`src/rtl/uart_pkg.sv`:
```
// ============================================================================
// Module   : uart_pkg
// Brief    : Shared UART types, frame width and parity helper.
// Revision : 1.0 - initial release
// ============================================================================
`default_nettype none

package uart_pkg;

  localparam int DATA_W = 8;

  typedef enum logic [2:0] {
    IDLE      = 3'd0,
    START     = 3'd1,
    DATA      = 3'd2,
    PARITY    = 3'd3,
    STOP      = 3'd4,
    WAIT_IDLE = 3'd5
  } uart_state_t;

  // Even-parity bit for a data word: XOR of all data bits.
  function automatic logic parity_even(input logic [DATA_W-1:0] d);
    return ^d;
  endfunction

endpackage

`default_nettype wire

```
`src/rtl/uart_sync.sv`:
```
// ============================================================================
// Module   : uart_sync
// Brief    : Two-flop synchronizer for an asynchronous single-bit input.
// Revision : 1.0 - initial release
// ============================================================================
`default_nettype none

module uart_sync #(
  parameter logic RESET_VAL = 1'b1
) (
  input  logic clk,
  input  logic rst,
  input  logic async_in,
  output logic sync_out
);

  logic r_meta;
  logic r_sync;

  always_ff @(posedge clk) begin
    if (rst) begin
      r_meta <= RESET_VAL;
      r_sync <= RESET_VAL;
    end else begin
      r_meta <= async_in;
      r_sync <= r_meta;
    end
  end

  assign sync_out = r_sync;

endmodule

`default_nettype wire

```
`src/rtl/uart_rx.sv`:
```
// ============================================================================
// Module   : uart_rx
// Brief    : UART receiver, 8 data bits, LSB first, 1 stop bit. Even parity
//            bit is added when UART_RX_PARITY_EN is defined (8E1), else 8N1.
// Revision : 1.0 - initial release
// ============================================================================
`default_nettype none

module uart_rx
  import uart_pkg::*;
#(
  parameter int CLKS_PER_BIT = 16,
  parameter int DATA_W       = 8
) (
  input  logic              clk,
  input  logic              rst,
  input  logic              rx_in,
  output logic [DATA_W-1:0] data_out,
  output logic              data_valid,
  output logic              frame_err,
  output logic              parity_err,
  output logic              busy
);

  localparam int CNT_W = $clog2(CLKS_PER_BIT);
  localparam int BIT_W = $clog2(DATA_W);

  localparam logic [CNT_W-1:0] C_FULL_LAST = CNT_W'(CLKS_PER_BIT - 1);
  localparam logic [CNT_W-1:0] C_HALF_LAST = CNT_W'(CLKS_PER_BIT / 2 - 1);
  localparam logic [BIT_W-1:0] C_BIT_LAST  = BIT_W'(DATA_W - 1);

  logic              w_rx_s;
  uart_state_t       r_state;
  uart_state_t       w_state_nxt;
  logic [CNT_W-1:0]  r_cnt;
  logic [BIT_W-1:0]  r_bit_cnt;
  logic [DATA_W-1:0] r_shift;
  logic [DATA_W-1:0] r_data_out;
  logic              r_data_valid;
  logic              r_frame_err;
  logic              w_half_done;
  logic              w_bit_done;
  logic              w_shift_en;
  logic              w_dv;
  logic              w_fe;

  uart_sync #(
    .RESET_VAL(1'b1)
  ) u_sync (
    .clk      (clk),
    .rst      (rst),
    .async_in (rx_in),
    .sync_out (w_rx_s)
  );

  assign w_half_done = (r_cnt == C_HALF_LAST);
  assign w_bit_done  = (r_cnt == C_FULL_LAST);

`ifdef UART_RX_PARITY_EN
  logic r_par_bit;
  logic r_parity_err;
  logic w_pe;
  logic w_par_load;
  logic w_par_ok;

  assign w_par_ok = ~(parity_even(r_shift) ^ r_par_bit);
`endif

  always_comb begin
    w_state_nxt = r_state;
    w_shift_en  = 1'b0;
    w_dv        = 1'b0;
    w_fe        = 1'b0;
`ifdef UART_RX_PARITY_EN
    w_pe        = 1'b0;
    w_par_load  = 1'b0;
`endif
    case (r_state)
      IDLE: begin
        if (!w_rx_s) w_state_nxt = START;
      end
      // Mid-start resample rejects line glitches shorter than half a bit.
      START: begin
        if (w_half_done) w_state_nxt = w_rx_s ? IDLE : DATA;
      end
      DATA: begin
        if (w_bit_done) begin
          w_shift_en = 1'b1;
          if (r_bit_cnt == C_BIT_LAST) begin
`ifdef UART_RX_PARITY_EN
            w_state_nxt = PARITY;
`else
            w_state_nxt = STOP;
`endif
          end
        end
      end
`ifdef UART_RX_PARITY_EN
      PARITY: begin
        if (w_bit_done) begin
          w_par_load  = 1'b1;
          w_state_nxt = STOP;
        end
      end
`endif
      STOP: begin
        if (w_bit_done) begin
          if (w_rx_s) begin
            w_state_nxt = IDLE;
`ifdef UART_RX_PARITY_EN
            if (w_par_ok) w_dv = 1'b1;
            else          w_pe = 1'b1;
`else
            w_dv = 1'b1;
`endif
          end else begin
            w_state_nxt = WAIT_IDLE;
            w_fe        = 1'b1;
          end
        end
      end
      WAIT_IDLE: begin
        if (w_rx_s) w_state_nxt = IDLE;
      end
      default: w_state_nxt = IDLE;
    endcase
  end

  always_ff @(posedge clk) begin
    if (rst) begin
      r_state      <= IDLE;
      r_cnt        <= '0;
      r_bit_cnt    <= '0;
      r_shift      <= '0;
      r_data_out   <= '0;
      r_data_valid <= 1'b0;
      r_frame_err  <= 1'b0;
    end else begin
      r_state      <= w_state_nxt;
      r_data_valid <= w_dv;
      r_frame_err  <= w_fe;

      // Bit timer restarts on every transition and at each data-bit boundary.
      if ((w_state_nxt != r_state) || w_bit_done ||
          (r_state == IDLE) || (r_state == WAIT_IDLE)) begin
        r_cnt <= '0;
      end else begin
        r_cnt <= r_cnt + CNT_W'(1);
      end

      if (r_state == IDLE) begin
        r_bit_cnt <= '0;
      end else if (w_shift_en) begin
        r_bit_cnt <= r_bit_cnt + BIT_W'(1);
      end

      if (w_shift_en) r_shift <= {w_rx_s, r_shift[DATA_W-1:1]};
      if (w_dv)       r_data_out <= r_shift;
    end
  end

`ifdef UART_RX_PARITY_EN
  always_ff @(posedge clk) begin
    if (rst) begin
      r_par_bit    <= 1'b0;
      r_parity_err <= 1'b0;
    end else begin
      r_parity_err <= w_pe;
      if (w_par_load) r_par_bit <= w_rx_s;
    end
  end

  assign parity_err = r_parity_err;
`else
  assign parity_err = 1'b0;
`endif

  assign data_out   = r_data_out;
  assign data_valid = r_data_valid;
  assign frame_err  = r_frame_err;
  assign busy       = (r_state != IDLE);

endmodule

`default_nettype wire

```
`config.mk`:
```
export PLATFORM = sky130hd
export DESIGN_NAME = uart_rx
export DESIGN_NICKNAME = d
export VERILOG_FILES = /design/src/rtl/uart_pkg.sv /design/src/rtl/uart_sync.sv /design/src/rtl/uart_rx.sv
export SDC_FILE = /design/constraint.sdc
export NUM_CORES = 1
export LEC_CHECK = 0
export ABC_AREA = 1
export ABC_CLOCK_PERIOD_IN_PS = 2300
export CORE_AREA = 2 2 60 62
export CTS_CLUSTER_DIAMETER = 80
export DETAILED_ROUTE_END_ITERATION = 8
export DIE_AREA = 0 0 62 64
export PLACE_DENSITY = 0.55
export SYNTH_ARGS = -nofsm -noshare
export SYNTH_HDL_FRONTEND = slang
export SYNTH_HIERARCHICAL = 1
export SYNTH_SLANG_ARGS = --single-unit
```
`constraint.sdc`:
```
create_clock -name clk -period 2.3 [get_ports clk]
set_clock_uncertainty 0.05 [all_clocks]
set_input_delay 0.345 -clock clk [delete_from_list [all_inputs] [get_ports clk]]
set_output_delay 0.345 -clock clk [all_outputs]
set_load 0.01 [all_outputs]
```
==> reports/results.txt <==
Status - completed
Synth unique cells - 28
Commonest cells in the netlist - nor2_1 (39), dfxtp_1 (30), o21ai_1 (13)
Cell Area, Synth - 0.00127 mm2
Sw Ratio - 0.245
Post-CTS Setup Repair Bufs - 0
Root buf cell - clkbuf_4
Crit-path leading delay family - buffers and inverters
Largest family of logic cells by synthesized area - simple AND/OR/NAND/NOR gates
First-pass GRT wire length - 4.36 mm
Post-synthesis xor/xnor area fraction - 0.0138
Yosys warning total - 6
WL final - 2.49 mm
Initial antenna violation count - 0
Layout cells sized above 1 - 0.155
Hold WC Path Type - reg2reg
Top-count cell post-synth - nor2_1
Design area - 0.00150 mm2
Tmin final - 2010 ps
Seq/Total Area, Yosys - 0.474
Worst EP arrival - 1620 ps
Post-route clock period utilization - 0.874
CP Depth - 3
Mux share of post-synthesis cell area - 0
Pin count of the biggest net entering global routing - 17
Met2 usage - 0.229
Async set or reset register ratio after synthesis - 0
Data required, critical path - 1900 ps
Worst Hold Depth - 2
Cts repair resizes - 0
Max clock buf depth - 2
CP max-delay cell - clkdlybuf4s50_1
Int Pwr - 682 uW
Pre-CTS setup slack - 526 ps
Synth Flop Type - dfxtp_1
Max stage delay on crit path - 490 ps
Die Area - 0.00397 mm2
Setup WS post-layout - 290 ps
Routed WL per cell - 11.3 um
DRT Pass-1 Iters - 4
Static leakage - 0.662 nW
Met1 usage - 0.181
Compound-Gate Fraction of Synth Area - 0.108
Area Growth Syn to Fin - 18.1%
Slew Limit Fails - 0
Syn nets - 162
Sequential fraction of design power - 0.582
Count of input and output buffers - 13
Routability cong. - 0.833
Combinational Power Share - 0.040
Flops & latches, synth - 30
Synth area leader - dfxtp_1
Post-DP HPWL - 1.76 mm
Total gr overflow - 0
Residual DRC - 0
Core Box Area - 0.00328 mm2
Post-synth EDFFs - 0
Ranking of synthesized cells by area - dfxtp_1 (47%), nor2_1 (12%), o21ai_1 (5.1%)
Clock power frac - 0.378
Peak supply drop - 0.000364 V
Initial core utilization - 0.386
Final Hold Violating Endpoints - 0
Post-synthesis adder-cell area fraction - 0.0296
Syn Area/Cell - 8.12 um2
Switching Power - 222 uW
WS Path Type - reg2out
H-Tree Depth - 2
ANT nets after route - 0
Vias in the first global route - 983
All-layer global routing usage - 0.150
Chip width - 62 um
Row cnt - 21
Crit. End Element - output pin
Area after DPL - 0.00143 mm2
Final #Nets - 179
Crit-path cells - nor2_2, nand2_1, clkdlybuf4s50_1
Power Density - 604 mW/mm2
Max-cap viol count - 0
Final setup fails - 0
Max Freq - 497 MHz
Max FO, Critical Path - 7
Post-DR vias/cell - 4.65
GR peak layer - met2
Clk_lat worst skew - 340 ps
TritonCTS clock tree - done
Simple-gate portion of the synthesized area - 0.303
Startpoint Class - register
Clock-pin slew on the worst setup and hold paths - 110 ps
Die height - 64 um
Starting DRT DRC Count - 44
Io pins - 15
RSZ-0062 raised after global routing - false
Via count - 1024
Setup TNS Final - 0 ps
Synthesized netlist cell count - 156
Cts bufs inserted - 5
# clock sinks - 30
Power, Total - 904 uW
FF-to-FF path depth - 6
Diode count - 0
CP bufs+invs - 1
Cts hold-fix bufs - 0
Share of the synthesized area in the top cell type - 0.474
GR Layer Usage met3 - 0.0607
worst reg2reg max path, stage by stage (launching register included):
cell	delay, ps
dfxtp_1	390
ha_1	260
nand4_1	240
nor2_4	320
inv_2	140
nor2_1	120
nor2_1	60
flip-flops by register name (all words and copies together) (netlist names):
signal and count:
r_bit_cnt 3, frame_err 1, r_shift 8, u_sync/r_meta 1, r_cnt 4, data_out 8, u_sync/sync_out 1, data_valid 1
r_state 3
kinds of logic after synthesis:
| logic type | after synthesis |
|---|---|
| AOI/OAI and AO/OA | 24 |
| xor gates and xnor gates | 2 |
| adders and majority gates | 3 |
| buffers and inverters | 19 |
| DFF | 30 |
| other | 1 |
| and+or+nand+nor | 77 |
cell usage in the layout, fill, tap and decap left out:
cell type / instances
a21oi_4: 1
clkinv_2: 1
ha_1: 3
nand2_2: 1
nand4_1: 2
nor2_2: 3
nand3_1: 9
nor2b_2: 1
o21ai_0: 5
clkbuf_8: 1
o21ai_1: 13
conb_1: 1
nor2_1: 39
clkdlybuf4s50_1: 13
clkbuf_4: 5
nor4_1: 1
inv_2: 3
nand2_1: 11
xor2_1: 1
a211oi_1: 1
buf_4: 1
inv_1: 12
o211ai_1: 1
nor3_2: 5
xnor2_1: 1
dfxtp_1: 30
nand3b_1: 1
a21oi_1: 3
nand3_2: 3
nor2_4: 1
clkinvlp_4: 1
per-stage QoR:
stage / hold WS (ps) / std cells / utilization
finish: 376 / 220 / 0.455
global route: 430 / 220 / 0.455
CTS: 376 / 220 / 0.455
detailed placement: 351 / 212 / 0.436
global placement: 345 / 212 / 0.436
floorplan: 337 / 156 / -
path summary, 6_finish.rpt:
check / from / endpoint / slack [ps]
worst min-delay path: u_sync/r_meta / u_sync/sync_out / 380
worst max-delay path: r_state[0] / busy / 290
worst max register to register: r_cnt[0] / data_out[1] / 610
worst min register to register: u_sync/r_meta / u_sync/sync_out / 380
area by class of cell:
cell class              instances  area [um2]
clock buffers                   6        51.3
fillers                       333        1790
flip-flops and latches         30         601
well taps                      46        57.6
clock inverters                 2        12.5
repair buffers                 14         138
multi-input cells             107         579
inverters                      15        56.3
routing by layer:
metal	vias up	routed length [um]
li1	535	-
met3	6	142
met5	-	0
met1	461	1140
met4	0	46
met2	22	1160
power by group through the flow:
stage               clock [mW]  combinational, mW  sequential, mW
floorplan                    0             0.0254           0.537
global placement             0             0.0355           0.538
detailed placement           0             0.0364           0.538
CTS                      0.354             0.0363           0.526
global route             0.384             0.0405           0.526
finish                   0.342             0.0360           0.526
Note: power is estimated with default switching activity, not from simulation.
